--- src/rtl/dcache_pkg.sv ---
// Shared definitions for the data cache controller: geometry, timing limits,
// FSM state encoding and the round-robin victim step.
package dcache_pkg;

    localparam int unsigned ADDRBITS  = 32;
    localparam int unsigned DATABITS  = 32;
    localparam int unsigned NUMLINES  = 4;
    localparam int unsigned BURSTLEN  = 32;
    localparam int unsigned LKTIMEOUT = 16;

    localparam int unsigned VICTBITS  = $clog2(NUMLINES);
    localparam int unsigned TMOBITS   = $clog2(LKTIMEOUT);
    localparam int unsigned BEATBITS  = 6;

    typedef enum logic [1:0] {
        StIdle,
        StLookup,
        StFill,
        StReplay
    } state_e;

    function automatic logic [VICTBITS-1:0] next_victim(input logic [VICTBITS-1:0] v);
        return (v == VICTBITS'(NUMLINES - 1)) ? '0 : v + 1'b1;
    endfunction

endpackage

--- src/rtl/dcache_memarb.sv ---
// External memory arbiter: hands the external port to the victim line during a
// fill and counts returned read beats until the burst is complete.
module dcache_memarb
    import dcache_pkg::*;
(
    input  logic                         clk,
    input  logic                         reset_n,
    input  logic                         fill_active,
    input  logic [VICTBITS-1:0]          victim,
    input  logic [DATABITS*NUMLINES-1:0] line_out,
    input  logic [ADDRBITS*NUMLINES-1:0] line_mem_addr,
    input  logic [NUMLINES-1:0]          line_mem_rdreq,
    input  logic [NUMLINES-1:0]          line_mem_wrreq,
    input  logic [DATABITS-1:0]          ext_rddata,
    input  logic                         ext_rdvalid,
    output logic [ADDRBITS-1:0]          ext_addr,
    output logic                         ext_rdreq,
    output logic                         ext_wrreq,
    output logic [DATABITS-1:0]          ext_wrdata,
    output logic [DATABITS-1:0]          line_mem_out,
    output logic [NUMLINES-1:0]          line_mem_valid,
    output logic                         fill_done
);

    logic [BEATBITS-1:0] beat_q;

    always_comb begin
        ext_addr       = line_mem_addr[victim*ADDRBITS +: ADDRBITS];
        ext_wrdata     = line_out[victim*DATABITS +: DATABITS];
        ext_rdreq      = fill_active & line_mem_rdreq[victim];
        ext_wrreq      = fill_active & line_mem_wrreq[victim];
        line_mem_out   = ext_rddata;
        line_mem_valid = '0;
        if (fill_active) begin
            line_mem_valid[victim] = ext_rdvalid;
        end
        fill_done = fill_active && ext_rdvalid && (beat_q == BEATBITS'(BURSTLEN - 1));
    end

    // Only read beats advance the count; write-back traffic shares the port uncounted.
    always_ff @(posedge clk or negedge reset_n) begin
        if (!reset_n) begin
            beat_q <= '0;
        end else if (!fill_active) begin
            beat_q <= '0;
        end else if (ext_rdvalid) begin
            beat_q <= beat_q + 1'b1;
        end
    end

endmodule

--- src/rtl/dcache_ctrl.sv ---
// Data cache controller: broadcasts CPU requests to the lines, resolves hit/miss,
// runs a round-robin fill on a full miss and replays the request once.
module dcache_ctrl
    import dcache_pkg::*;
(
    input  logic                         clk,
    input  logic                         reset_n,
    input  logic [ADDRBITS-1:0]          cpu_addr,
    input  logic [DATABITS-1:0]          cpu_datain,
    input  logic                         cpu_rdreq,
    input  logic                         cpu_wrreq,
    output logic [DATABITS-1:0]          cpu_dataout,
    output logic                         cpu_valid,
    output logic                         cpu_error,
    output logic                         cpu_busy,
    output logic [ADDRBITS-1:0]          line_addr,
    output logic [DATABITS-1:0]          line_datain,
    output logic                         line_rdreq,
    output logic                         line_wrreq,
    output logic [NUMLINES-1:0]          line_fill,
    input  logic [DATABITS*NUMLINES-1:0] line_out,
    input  logic [NUMLINES-1:0]          line_valid,
    input  logic [NUMLINES-1:0]          line_miss,
    input  logic [ADDRBITS*NUMLINES-1:0] line_mem_addr,
    input  logic [NUMLINES-1:0]          line_mem_rdreq,
    input  logic [NUMLINES-1:0]          line_mem_wrreq,
    output logic [DATABITS-1:0]          line_mem_out,
    output logic [NUMLINES-1:0]          line_mem_valid,
    output logic [15:0]                  line_mem_burstlen,
    output logic [ADDRBITS-1:0]          ext_addr,
    output logic                         ext_rdreq,
    output logic                         ext_wrreq,
    output logic [DATABITS-1:0]          ext_wrdata,
    output logic [15:0]                  ext_burstlen,
    input  logic [DATABITS-1:0]          ext_rddata,
    input  logic                         ext_rdvalid
);

    state_e              state_q;
    logic [ADDRBITS-1:0] req_addr_q;
    logic [DATABITS-1:0] req_data_q;
    logic                req_wr_q;
    logic [VICTBITS-1:0] victim_q;
    logic [TMOBITS-1:0]  tmo_q;
    logic                replay_q;
    logic [DATABITS-1:0] hit_data;
    logic                fill_done;

    assign line_addr         = req_addr_q;
    assign line_datain       = req_data_q;
    assign line_mem_burstlen = 16'(BURSTLEN);
    assign ext_burstlen      = 16'(BURSTLEN);

    // Lowest-indexed hitting line wins when several report a hit.
    always_comb begin
        hit_data = '0;
        for (int i = NUMLINES - 1; i >= 0; i--) begin
            if (line_valid[i]) begin
                hit_data = line_out[i*DATABITS +: DATABITS];
            end
        end
    end

    always_ff @(posedge clk or negedge reset_n) begin
        if (!reset_n) begin
            state_q     <= StIdle;
            req_addr_q  <= '0;
            req_data_q  <= '0;
            req_wr_q    <= 1'b0;
            cpu_dataout <= '0;
            cpu_valid   <= 1'b0;
            cpu_error   <= 1'b0;
            cpu_busy    <= 1'b0;
            line_rdreq  <= 1'b0;
            line_wrreq  <= 1'b0;
            line_fill   <= '0;
            victim_q    <= '0;
            tmo_q       <= '0;
            replay_q    <= 1'b0;
        end else begin
            cpu_valid  <= 1'b0;
            cpu_error  <= 1'b0;
            line_rdreq <= 1'b0;
            line_wrreq <= 1'b0;
            line_fill  <= '0;
            unique case (state_q)
                StIdle: begin
                    if (cpu_rdreq || cpu_wrreq) begin
                        req_addr_q <= cpu_addr;
                        req_data_q <= cpu_datain;
                        req_wr_q   <= !cpu_rdreq;
                        line_rdreq <= cpu_rdreq;
                        line_wrreq <= !cpu_rdreq;
                        cpu_busy   <= 1'b1;
                        replay_q   <= 1'b0;
                        tmo_q      <= '0;
                        state_q    <= StLookup;
                    end
                end
                StLookup: begin
                    if (|line_valid) begin
                        cpu_dataout <= hit_data;
                        cpu_valid   <= 1'b1;
                        cpu_busy    <= 1'b0;
                        state_q     <= StIdle;
                    end else if (&line_miss && !replay_q) begin
                        line_fill <= NUMLINES'(1) << victim_q;
                        state_q   <= StFill;
                    end else if (&line_miss || tmo_q == TMOBITS'(LKTIMEOUT - 1)) begin
                        // A miss after the replay is final; no second fill is attempted.
                        cpu_valid <= 1'b1;
                        cpu_error <= 1'b1;
                        cpu_busy  <= 1'b0;
                        state_q   <= StIdle;
                    end else begin
                        tmo_q <= tmo_q + 1'b1;
                    end
                end
                StFill: begin
                    if (fill_done) begin
                        victim_q <= next_victim(victim_q);
                        state_q  <= StReplay;
                    end
                end
                StReplay: begin
                    line_rdreq <= !req_wr_q;
                    line_wrreq <= req_wr_q;
                    replay_q   <= 1'b1;
                    tmo_q      <= '0;
                    state_q    <= StLookup;
                end
            endcase
        end
    end

    dcache_memarb u_memarb (
        .clk            (clk),
        .reset_n        (reset_n),
        .fill_active    (state_q == StFill),
        .victim         (victim_q),
        .line_out       (line_out),
        .line_mem_addr  (line_mem_addr),
        .line_mem_rdreq (line_mem_rdreq),
        .line_mem_wrreq (line_mem_wrreq),
        .ext_rddata     (ext_rddata),
        .ext_rdvalid    (ext_rdvalid),
        .ext_addr       (ext_addr),
        .ext_rdreq      (ext_rdreq),
        .ext_wrreq      (ext_wrreq),
        .ext_wrdata     (ext_wrdata),
        .line_mem_out   (line_mem_out),
        .line_mem_valid (line_mem_valid),
        .fill_done      (fill_done)
    );

endmodule
--- config.mk ---
export PLATFORM = sky130hd
export DESIGN_NAME = dcache_ctrl
export DESIGN_NICKNAME = d
export VERILOG_FILES = /design/src/rtl/dcache_pkg.sv /design/src/rtl/dcache_memarb.sv /design/src/rtl/dcache_ctrl.sv
export SDC_FILE = /design/constraint.sdc
export NUM_CORES = 1
export LEC_CHECK = 0
export CAP_MARGIN = 20
export CORE_AREA = 4 4 236 238
export CTS_CLUSTER_SIZE = 20
export DETAILED_ROUTE_END_ITERATION = 8
export DIE_AREA = 0 0 240 242
export DONT_BUFFER_PORTS = 1
export PLACE_DENSITY = 0.36
export SLEW_MARGIN = 40
export SYNTH_ARGS = -nofsm -noshare
export SYNTH_HDL_FRONTEND = slang
export SYNTH_SLANG_ARGS = --single-unit
--- constraint.sdc ---
create_clock -name clk -period 2 [get_ports clk]
set_input_delay 0.4 -clock clk [delete_from_list [all_inputs] [get_ports clk]]
set_output_delay 0.4 -clock clk [all_outputs]
set_load 0.03 [all_outputs]
==> summary.txt, run 1 <==
Synth area leader - dfrtp_1
CP endpoint kind - output pin
Share of layout cells above drive strength 1 - 33.7%
Area share of fa/ha/maj cells after synthesis - 1.90%
Peak supply drop - 0.628 mV
Place WS - 0.0139 ns
# clock sinks - 121
H-tree Lvls - 4
Final period utilization - 118%
First DRT Iteration DRCs - 316
Achievable frequency - 423 MHz
RSZ-0062 raised after global routing - true
Critical setup path kind - flip-flop to output pin
Routed len/inst - 28.4 um
Reg2reg path depth - 6
Post-synth top area share - 38.3%
Final Critical Period - 2.36 ns
Slew at the pin with the worst max-slew slack - 0.597 ns
Cell area after synthesis - 7910 um2
Worst Path Required - 1.60 ns
Leak Pwr - 3.88 nW
Final setup fails - 70
Total wire length - 38700 um
Crit path launch type - flip-flop
Yosys reg bits - 121
Simple-gate share of the synthesized area - 8.57%
Core area - 53600 um2
GP Congestion - 0.883
Slew Viols, Final - 0
Most frequent cells in the layout - dfrtp_1, mux4_2, mux2_2, nor2_1, nand2_1
Failing checks - hold timing, setup timing
Vias in the first global route - 6057
First-pass GRT wire length - 50500 um
Hold_buf cts - 1
Mapped Cells - 675
Nets - 1034
Final Instance Count excl. Fillers - 1361
Yosys warnings - 0
Port-buffer cells - 0
CP arrival - 1.96 ns
DR pass1 iterations - 4
Syn Area/Cell - 11.7 um2
Seq/Total Area, Yosys - 38.3%
Final hold violation count - 121
DR vias - 5828
Fin area - 9500 um2
Main combinational cell family by area after synthesis - multiplexers
Placed cell areas - 8570 um2
Worst skew pair latency - 0.46 ns
Outcome - finished, violations left
Die area - 58100 um2
Vias per cell - 4.28
Die H - 242 um
Final core occ - 17.7%
Largest net degree at the start of global routing - 122
DR DRC count - 0
Hold WS - -0.376 ns
Compound-gate portion of the synthesized area - 10.9%
TNS Setup - -21.10 ns
Post-synthesis mux area share - 28.8%
Number of antenna violations at the first check in global routing - 14
Root Buffer - clkbuf_16
Synth top area cells - dfrtp_1, mux4_2, mux2_2
Clock skew - 0.0138 ns
Fin worst setup slack - -0.362 ns
Overall power - 12.3 mW
Headroom to the max-slew limit - 60.2%
TritonCTS Buffers - 17
Most common cell after layout, fill and taps aside - dfrtp_1
Worst-path clk slew - 0.06 ns
Area growth syn-to-layout - 20.0%
Maxcap violations - 0
Max FO, Critical Path - 7
Netlist cell types - 41
Pwr dens - 1300 nW/um2
Xor-xnor portion of the synthesized cell area - 0.553%
Post-placement cell count - 1313
Worst hold path class - input port to async pin
GRT Total Usage - 12.6%
Die Wd - 240 um
Post-route ant nets - 0
CTS Buffer Depth - 2
TritonCTS clock tree - yes
Core Rows - 85
Initial core utilization - 14.8%
Grt ovf - 0
DP HPWL - 29400 um
IO Count - 612
==> timing repair <==
action / CTS / global route
cloned: 3 / 1
resized for setup: 40 / 5
hold endpoints to repair: 122 / 121
pin swaps: 1 / 1
buffers inserted: 11 / 1
endpoints found under the setup margin: 70 / 74
==> worst paths after layout <==
check | startpoint | to | slack, ns
max | victim_q[0]$_DFFE_PN0P_ | ext_wrdata[3] | -0.36
min | reset_n | line_addr[9]$_DFFE_PN0P_ | -0.38
max reg2reg | state_q[0]$_DFFE_PN0P_ | tmo_q[0]$_DFFE_PN0P_ | 0.12
min reg2reg | tmo_q[1]$_DFFE_PN0P_ | tmo_q[1]$_DFFE_PN0P_ | 0.53
max in group asynchronous | reset_n | cpu_dataout[29]$_DFFE_PN0P_ | 2.16
min in group clk | line_out[24] | cpu_dataout[24]$_DFFE_PN0P_ | 0.08
==> where the power goes <==
group	switching (mW)	internal, mW
sequential	3.08	3.47
combinational	1.28	1.30
clock	1.36	1.85
total	5.72	6.62
==> critical path, stage by stage (launching register included) <==
cell and delay (ns):
dfrtp_4 0.45, buf_12 0.16, buf_16 0.16, mux4_2 0.54, buf_12 0.17
==> Yosys cell counts (all sizes together) <==
library cell  number
nor3               2
clkbuf            14
and3               5
mux4              66
mux2i              5
nor3b              1
buf              100
a22o               2
a221oi            15
and3b             17
dfrtp            121
and2b              1
or3                1
o211ai             1
a211o             34
mux2              66
a21oi              6
nor2              44
conb               2
o2bb2ai            1
nand4              6
a31oi             32
nand3              2
nand2b             1
or2                1
nor4b              1
ha                12
xor2               3
nor4               1
and2               6
o21a               1
xnor2              2
inv               40
nand2             40
a211oi            17
o21ai              6
==> state kept, by name, indices dropped and copies added, names as in the netlist <==
| register | flops |
|---|---|
| u_memarb.beat_q | 6 |
| cpu_error | 1 |
| cpu_valid | 1 |
| replay_q | 1 |
| req_wr_q | 1 |
| state_q | 2 |
| tmo_q | 4 |
| victim_q | 2 |
| line_wrreq | 1 |
| cpu_busy | 1 |
| line_rdreq | 1 |
| line_datain | 32 |
| line_fill | 4 |
| cpu_dataout | 32 |
| line_addr | 32 |
==> cells by family (layout without fill, tap and decap cells) <==
family	count (synthesis)	after routing
buf+inv	154	111
simple gates	129	129
compound gates	115	115
flops	121	121
fa+ha+maj	12	12
xor+xnor	5	5
mux	137	137
other cells	2	35
==> routing by layer <==
layer / track usage (%) / share of wire, % / vias up
met5: 0 / 0.12 / -
met3: 5.26 / 12 / 66
met2: 23.3 / 52 / 455
met4: 5.42 / 3.6 / 6
li1: - / - / 2382
met1: 12.3 / 32 / 2919
==> layout make-up <==
cell class,instances,area [um2]
diodes,3,7.51
clock buffers,17,425
clock inverters,15,166
fillers,5862,44100
inverters,40,150
multi-input cells,430,4200
flip-flops and latches,121,3040
well taps,696,871
repair buffers,39,637
Note: power is estimated with default switching activity, not from simulation.
==> run 2: changes to the inputs <==
--- a/config.mk
+++ b/config.mk
@@ -12,7 +12,7 @@
 export DIE_AREA = 0 0 240 242
 export DONT_BUFFER_PORTS = 1
 export PLACE_DENSITY = 0.36
-export SLEW_MARGIN = 40
+export SLEW_MARGIN = 5
 export SYNTH_ARGS = -nofsm -noshare
 export SYNTH_HDL_FRONTEND = slang
 export SYNTH_SLANG_ARGS = --single-unit
==> constraint.sdc (replaced) <==
create_clock -name clk -period 2 [get_ports clk]
set_input_delay 0.2 -clock clk [delete_from_list [all_inputs] [get_ports clk]]
set_output_delay 0.2 -clock clk [all_outputs]
set_load 0.03 [all_outputs]
==> run 2 against run 1 <==
  * Sequential cell count did not move
  * Largest power group unchanged
  * Global-route usage increased by 1.2 points
  * Clock skew fell by 0.0019 ns
  * Critical path depth unchanged
  * The run still ends with hold timing, setup timing left
  * Non-clock buffer count is 167 higher
  * Utilization is 3.0 points higher
==> summary.txt, run 2 (synthesis results as in run 1) <==
# clock sinks - 121 (unchanged)
Vias in the first global route - 6982 (was 6057)
Pwr dens - 1140 nW/um2 (was 1300 nW/um2)
Maxcap violations - 0 (unchanged)
GRT Total Usage - 13.8% (was 12.6%)
Fin area - 11100 um2 (was 9500 um2)
IO Count - 612 (unchanged)
Number of antenna violations at the first check in global routing - 14 (unchanged)
Area of the multi-input gates - 4220 um2 (was 4200 um2)
Grt ovf - 0 (unchanged)
Die H - 242 um (unchanged)
# fillers - 5744 (was 5862)
Overall power - 12.7 mW (was 12.3 mW)
Achievable frequency - 456 MHz (was 423 MHz)
CTS Buffer Depth - 2 (unchanged)
Final Critical Period - 2.19 ns (was 2.36 ns)
Worst Path Required - 1.80 ns (was 1.60 ns)
First DRT Iteration DRCs - 379 (was 316)
Headroom to the max-slew limit - 64.0% (was 60.2%)
Hold_buf cts - 168 (was 1)
Final period utilization - 110% (was 118%)
Vias per cell - 4.35 (was 4.28)
Nets - 1201 (was 1034)
TritonCTS clock tree - yes (unchanged)
CP delay by family, top - multiplexers (unchanged)
Root Buffer - clkbuf_16 (unchanged)
Seq. cell area - 3040 um2 (unchanged)
CP max stage cell - mux4_2 (unchanged)
Placed cell areas - 8470 um2 (was 8570 um2)
Final core occ - 20.7% (was 17.7%)
Failing checks - hold timing, setup timing (unchanged)
RSZ-0062 raised after global routing - true (unchanged)
H-tree Lvls - 4 (unchanged)
Die Wd - 240 um (unchanged)
Port-buffer cells - 0 (unchanged)
R2R Setup Slk - 0.09 ns (was 0.12 ns)
Core Rows - 85 (unchanged)
Die area - 58100 um2 (unchanged)
CP arrival - 1.99 ns (was 1.96 ns)
RR Endpoint - tmo_q[0]$_DFFE_PN0P_ (unchanged)
CP max stage delay - 0.56 ns (was 0.54 ns)
Cell repeated most along the worst path - buf_12 (unchanged)
Hold WS - -0.572 ns (was -0.376 ns)
GP Congestion - 0.855 (was 0.883)
DR vias - 6680 (was 5828)
Fin worst setup slack - -0.193 ns (was -0.362 ns)
Worst-path clk slew - 0.07 ns (was 0.06 ns)
Slew Viols, Final - 0 (unchanged)
Share of layout cells above drive strength 1 - 27.5% (was 33.7%)
Most common cell after layout, fill and taps aside - dlygate4sd3_1 (was dfrtp_1)
Reg2reg path depth - 6 (unchanged)
Largest net degree at the start of global routing - 122 (unchanged)
Max FO, Critical Path - 6 (was 7)
CP endpoint kind - output pin (unchanged)
TritonCTS Buffers - 17 (unchanged)
Post-placement cell count - 1306 (was 1313)
First-pass GRT wire length - 55600 um (was 50500 um)
Clock skew - 0.0119 ns (was 0.0138 ns)
DR pass1 iterations - 5 (was 4)
Final hold violation count - 121 (unchanged)
CP cell instances - buf_12 -> buf_6 -> mux4_2 -> buf_12 (was buf_12 -> buf_16 -> mux4_2 -> buf_12)
Routed len/inst - 27.9 um (was 28.4 um)
Outcome - finished, violations left (unchanged)
Area growth syn-to-layout - 40.6% (was 20.0%)
Final Instance Count excl. Fillers - 1535 (was 1361)
Place WS - -0.0157 ns (was 0.0139 ns)
Worst r2r src - state_q[0]$_DFFE_PN0P_ (unchanged)
CP Buf/Inv Count - 3 (unchanged)
Total wire length - 42800 um (was 38700 um)
Crit path launch type - flip-flop (unchanged)
Final setup fails - 69 (was 70)
DP HPWL - 29300 um (was 29400 um)
Critical setup path kind - flip-flop to output pin (unchanged)
Peak supply drop - 0.613 mV (was 0.628 mV)
Leak Pwr - 4.49 nW (was 3.88 nW)
Most frequent cells in the layout - dlygate4sd3_1, dfrtp_1, mux4_2, mux2_2, nor2_1 (was dfrtp_1, mux4_2, mux2_2, nor2_1, nand2_1)
Worst skew pair latency - 0.47 ns (was 0.46 ns)
TNS Setup - -7.77 ns (was -21.10 ns)
Post-route ant nets - 0 (unchanged)
DR DRC count - 0 (unchanged)
Slew at the pin with the worst max-slew slack - 0.540 ns (was 0.597 ns)
Worst hold path class - input port to async pin (unchanged)
Initial core utilization - 14.8% (unchanged)
Core area - 53600 um2 (unchanged)
## run 2: worst max-delay path by stage
stage | start | endpoint | slack (ns) | cells past startpoint
after global placement | state_q[0]$_DFFE_PN0P_ | victim_q[0]$_DFFE_PN0P_ | 0.08 | 7
after floorplan | state_q[0]$_DFFE_PN0P_ | tmo_q[0]$_DFFE_PN0P_ | 0.14 | 6
after detailed placement | state_q[0]$_DFFE_PN0P_ | victim_q[0]$_DFFE_PN0P_ | -0.02 | 7
after global routing | victim_q[0]$_DFFE_PN0P_ | ext_wrdata[31] | -0.25 | 3
after CTS | victim_q[0]$_DFFE_PN0P_ | ext_addr[19] | -0.26 | 3
final | victim_q[0]$_DFFE_PN0P_ | ext_wrdata[19] | -0.19 | 4
## run 2: cell type report
class                           instances  share of cell area, %
Timing Repair Buffer                  206                   20.2
Clock buffer                           17                   3.82
Tap cell                              696                   7.83
Multi-Input combinational cell        430                   37.9
Inverter                               40                   1.39
Antenna cell                           10                  0.225
Sequential cell                       121                   27.3
Clock inverter                         15                   1.37
## run 2: timing repair
item,in CTS,in global routing
hold endpoints to repair,226,121
endpoints found under the setup margin,69,93
resized for setup,14,23
buffers inserted,4,13
gates cloned,1,1
pin swaps,1,5
## run 2: where the power goes
| part | internal [mW] | total (mW) | switching (mW) |
|---|---|---|---|
| clock network | 1.66 | 3.17 | 1.51 |
| registers | 3.47 | 6.50 | 3.04 |
| logic | 1.55 | 2.99 | 1.44 |
## run 2: layer usage
metal	up-vias	global-route usage [%]	part of all wire, %
met4	4	6.60	3.8
li1	2736	-	-
met1	3327	13.4	33
met5	-	0	0.079
met2	531	24.8	52
met3	82	6.16	11
==> run 3: changes to the inputs <==
--- a/config.mk
+++ b/config.mk
@@ -6,13 +6,14 @@
 export NUM_CORES = 1
 export LEC_CHECK = 0
 export CAP_MARGIN = 20
-export CORE_AREA = 4 4 236 238
+export CORE_AREA = 4 4 235 237
 export CTS_CLUSTER_SIZE = 20
 export DETAILED_ROUTE_END_ITERATION = 8
-export DIE_AREA = 0 0 240 242
+export DIE_AREA = 0 0 239 241
 export DONT_BUFFER_PORTS = 1
 export PLACE_DENSITY = 0.36
 export SLEW_MARGIN = 5
 export SYNTH_ARGS = -nofsm -noshare
 export SYNTH_HDL_FRONTEND = slang
+export SYNTH_HIERARCHICAL = 1
 export SYNTH_SLANG_ARGS = --single-unit
==> run 3 against run 2 <==
  * The run still ends with hold timing, setup timing left
  * Synthesized cell count shrank 0.59%
  * Sequential power is essentially flat
  * Utilization shrank 0.22 points
  * Non-clock buffer count shrank 4
  * Hold slack gained 0.017 ns
  * First-iteration DRC count grew 18%
==> summary.txt, run 3 <==
TritonCTS clock tree - yes (unchanged)
Outcome - finished, violations left (unchanged)
DR DRC count - 0 (unchanged)
Vias per cell - 4.27 (was 4.35)
Number of antenna violations at the first check in global routing - 4 (was 14)
Post-synth top area share - 38.7% (was 38.3%)
Overall power - 12.9 mW (was 12.7 mW)
Placed cell areas - 8370 um2 (was 8470 um2)
TritonCTS Buffers - 17 (unchanged)
Achievable frequency - 461 MHz (was 456 MHz)
Worst Path Required - 1.80 ns (about the same)
Die Wd - 239 um (was 240 um)
Area share of fa/ha/maj cells after synthesis - 1.76% (was 1.90%)
Seq/Total Area, Yosys - 38.7% (was 38.3%)
Reported net switching power - 5.91 mW (was 5.98 mW)
# fillers - 5667 (was 5744)
Share of layout cells above drive strength 1 - 27.1% (was 27.5%)
Global routing usage on met3 - 4.46% (was 6.16%)
Routed len/inst - 25.8 um (was 27.9 um)
Total wire length - 39100 um (was 42800 um)
CP arrival - 1.97 ns (was 1.99 ns)
GRT met2 Usage - 23.2% (was 24.8%)
Final Instance Count excl. Fillers - 1515 (was 1535)
Headroom to the max-slew limit - 60.6% (was 64.0%)
Synth Flop Type - dfrtp_1 (unchanged)
Place WS - 0.0737 ns (was -0.0157 ns)
Most frequent cells in the layout - dlygate4sd3_1, dfrtp_1, mux2_2, mux4_2, nand2_1 (was dlygate4sd3_1, dfrtp_1, mux4_2, mux2_2, nor2_1)
Crit path launch type - flip-flop (unchanged)
RSZ-0062 raised after global routing - true (unchanged)
Netlist cell types - 45 (was 41)
Post-synthesis mux area share - 29.0% (was 28.8%)
Comb pwr share - 23.0% (was 23.6%)
Die area - 57600 um2 (was 58100 um2)
Most common cell after layout, fill and taps aside - dlygate4sd3_1 (unchanged)
FFs w/ async S/R, synth - 100% (unchanged)
Compound-gate portion of the synthesized area - 11.9% (was 10.9%)
Yosys reg bits - 121 (unchanged)
Main combinational cell family by area after synthesis - multiplexers (unchanged)
DP HPWL - 27700 um (was 29300 um)
Largest net degree at the start of global routing - 122 (unchanged)
Yosys warnings - 6 (was 0)
Fin area - 10900 um2 (was 11100 um2)
CP max stage delay - 0.56 ns (about the same)
Critical setup path kind - flip-flop to output pin (unchanged)
Final period utilization - 108% (was 110%)
CTS Buffer Depth - 2 (unchanged)
H-tree Lvls - 4 (unchanged)
CP Buf/Inv Count - 3 (unchanged)
CP endpoint kind - output pin (unchanged)
Nets - 1189 (was 1201)
DR pass1 iterations - 4 (was 5)
Clock skew - 0.0203 ns (was 0.0119 ns)
GP Congestion - 0.830 (was 0.855)
Peak supply drop - 0.493 mV (was 0.613 mV)
Core area - 53300 um2 (was 53600 um2)
Pint - 7.02 mW (was 6.67 mW)
Area growth syn-to-layout - 39.8% (was 40.6%)
Final core occ - 20.5% (was 20.7%)
Sequential Power Share - 50.3% (was 51.4%)
Xor-xnor portion of the synthesized cell area - 0.448% (was 0.553%)
Max FO, Critical Path - 6 (unchanged)
Core Rows - 85 (unchanged)
Met1 GRT Util - 13.3% (was 13.4%)
Worst skew pair latency - 0.46 ns (was 0.47 ns)
Worst-path clk slew - 0.07 ns (about the same)
Final Critical Period - 2.17 ns (was 2.19 ns)
Busiest grt layer - met2 (unchanged)
Leak Pwr - 4.18 nW (was 4.49 nW)
Worst r2r src - state_q[0]$_DFFE_PN0P_ (unchanged)
Crit path from - victim_q[0]$_DFFE_PN0P_ (unchanged)
Synth top area cells - dfrtp_1, mux4_2, mux2_2 (unchanged)
Root Buffer - clkbuf_16 (unchanged)
Post-route ant nets - 0 (unchanged)
Grt ovf - 0 (unchanged)
Hold WS - -0.555 ns (was -0.572 ns)
Maxcap violations - 0 (unchanged)
CP delay by family, top - multiplexers (unchanged)
Area of the multi-input gates - 4100 um2 (was 4220 um2)
Post-placement cell count - 1306 (unchanged)
IO Count - 612 (unchanged)
Initial core utilization - 14.7% (was 14.8%)
Cell area after synthesis - 7830 um2 (was 7910 um2)
Clock Power Share - 26.7% (was 25.0%)
Port-buffer cells - 0 (unchanged)
CP cell instances - buf_12 -> buf_12 -> buf_16 -> mux4_2 (was buf_12 -> buf_6 -> mux4_2 -> buf_12)
Syn Area/Cell - 11.7 um2 (about the same)
TNS Setup - -6.59 ns (was -7.77 ns)
First DRT Iteration DRCs - 446 (was 379)
First-pass GRT wire length - 51500 um (was 55600 um)
Seq. cell area - 3040 um2 (unchanged)
Top-count cell post-synth - dfrtp_1 (unchanged)
CP max stage cell - mux4_2 (unchanged)
Die H - 241 um (was 242 um)
Top post-synthesis cells by count - dfrtp_1, mux2_2, mux4_2 (was dfrtp_1, buf_4, mux2_2, mux4_2, nor2_1)
DR vias - 6475 (was 6680)
Final hold violation count - 121 (unchanged)
EDFF count, synth - 0 (unchanged)
Simple-gate share of the synthesized area - 7.03% (was 8.57%)
Cell repeated most along the worst path - buf_12 (unchanged)
Worst hold path class - input port to async pin (unchanged)
Switching Fraction - 45.7% (was 47.3%)
Slew at the pin with the worst max-slew slack - 0.592 ns (was 0.540 ns)
GRT Total Usage - 12.5% (was 13.8%)
Pwr dens - 1180 nW/um2 (was 1140 nW/um2)
Mapped Cells - 671 (was 675)
Hold_buf cts - 163 (was 168)
# clock sinks - 121 (unchanged)
Final setup fails - 63 (was 69)
Slew Viols, Final - 0 (unchanged)
Synth area leader - dfrtp_1 (unchanged)
Failing checks - hold timing, setup timing (unchanged)
Fin worst setup slack - -0.168 ns (was -0.193 ns)
Vias in the first global route - 6964 (was 6982)
run 3: cells by family (layout without fill, tap and decap cells):
group,count (synthesis),after routing
AO/OA/AOI/OAI,123,123
AND/OR/NAND/NOR,119,119
flip-flops,121,121
multiplexers,136,136
buffers and inverters,155,272
other,2,33
adder cells (fa/ha/maj),11,11
XOR/XNOR,4,4
run 3: metal layers:
layer | wire (um) | part of all wire (%)
met3 | 4080 | 10
met2 | 20800 | 53
met1 | 13300 | 34
met4 | 874 | 2.2
met5 | 27 | 0.069
run 3: repair_timing:
item,in CTS,in global routing
setup buffers,3,5
gates resized for setup,13,12
endpoints found under the hold margin,222,121
pin swaps,2,0
setup endpoints to repair,68,72
gates cloned,2,3
run 3: final cells by class:
class                   count  area share [%]
repair buffers            202            19.7
flip-flops and latches    121            27.7
clock inverters            15            1.86
clock buffers              17            3.89
diodes                      1          0.0229
well taps                 696            7.96
inverters                  38            1.30
multi-input cells         425            37.5
run 3: power groups by stage:
stage	clock network (mW)	logic (mW)	registers, mW
after floorplan	0	2.29	6.11
after global placement	0	2.64	6.63
after detailed placement	0	2.69	6.62
after CTS	3.55	3.02	6.57
after global routing	3.65	3.29	6.66
final	3.45	2.98	6.50
run 3: path summary, 6_finish.rpt:
| path | endpoint | slack [ns] | cells past startpoint |
|---|---|---|---|
| min in group clk | cpu_dataout[4]$_DFFE_PN0P_ | 0.04 | 3 |
| max in group asynchronous | cpu_dataout[12]$_DFFE_PN0P_ | 2.38 | 0 |
| worst min-delay path | line_addr[4]$_DFFE_PN0P_ | -0.56 | 0 |
| worst max-delay path | ext_addr[24] | -0.17 | 4 |
| worst max register to register | tmo_q[3]$_DFFE_PN0P_ | 0.21 | 7 |
| worst min register to register | line_wrreq$_DFF_PN0_ | 0.55 | 2 |
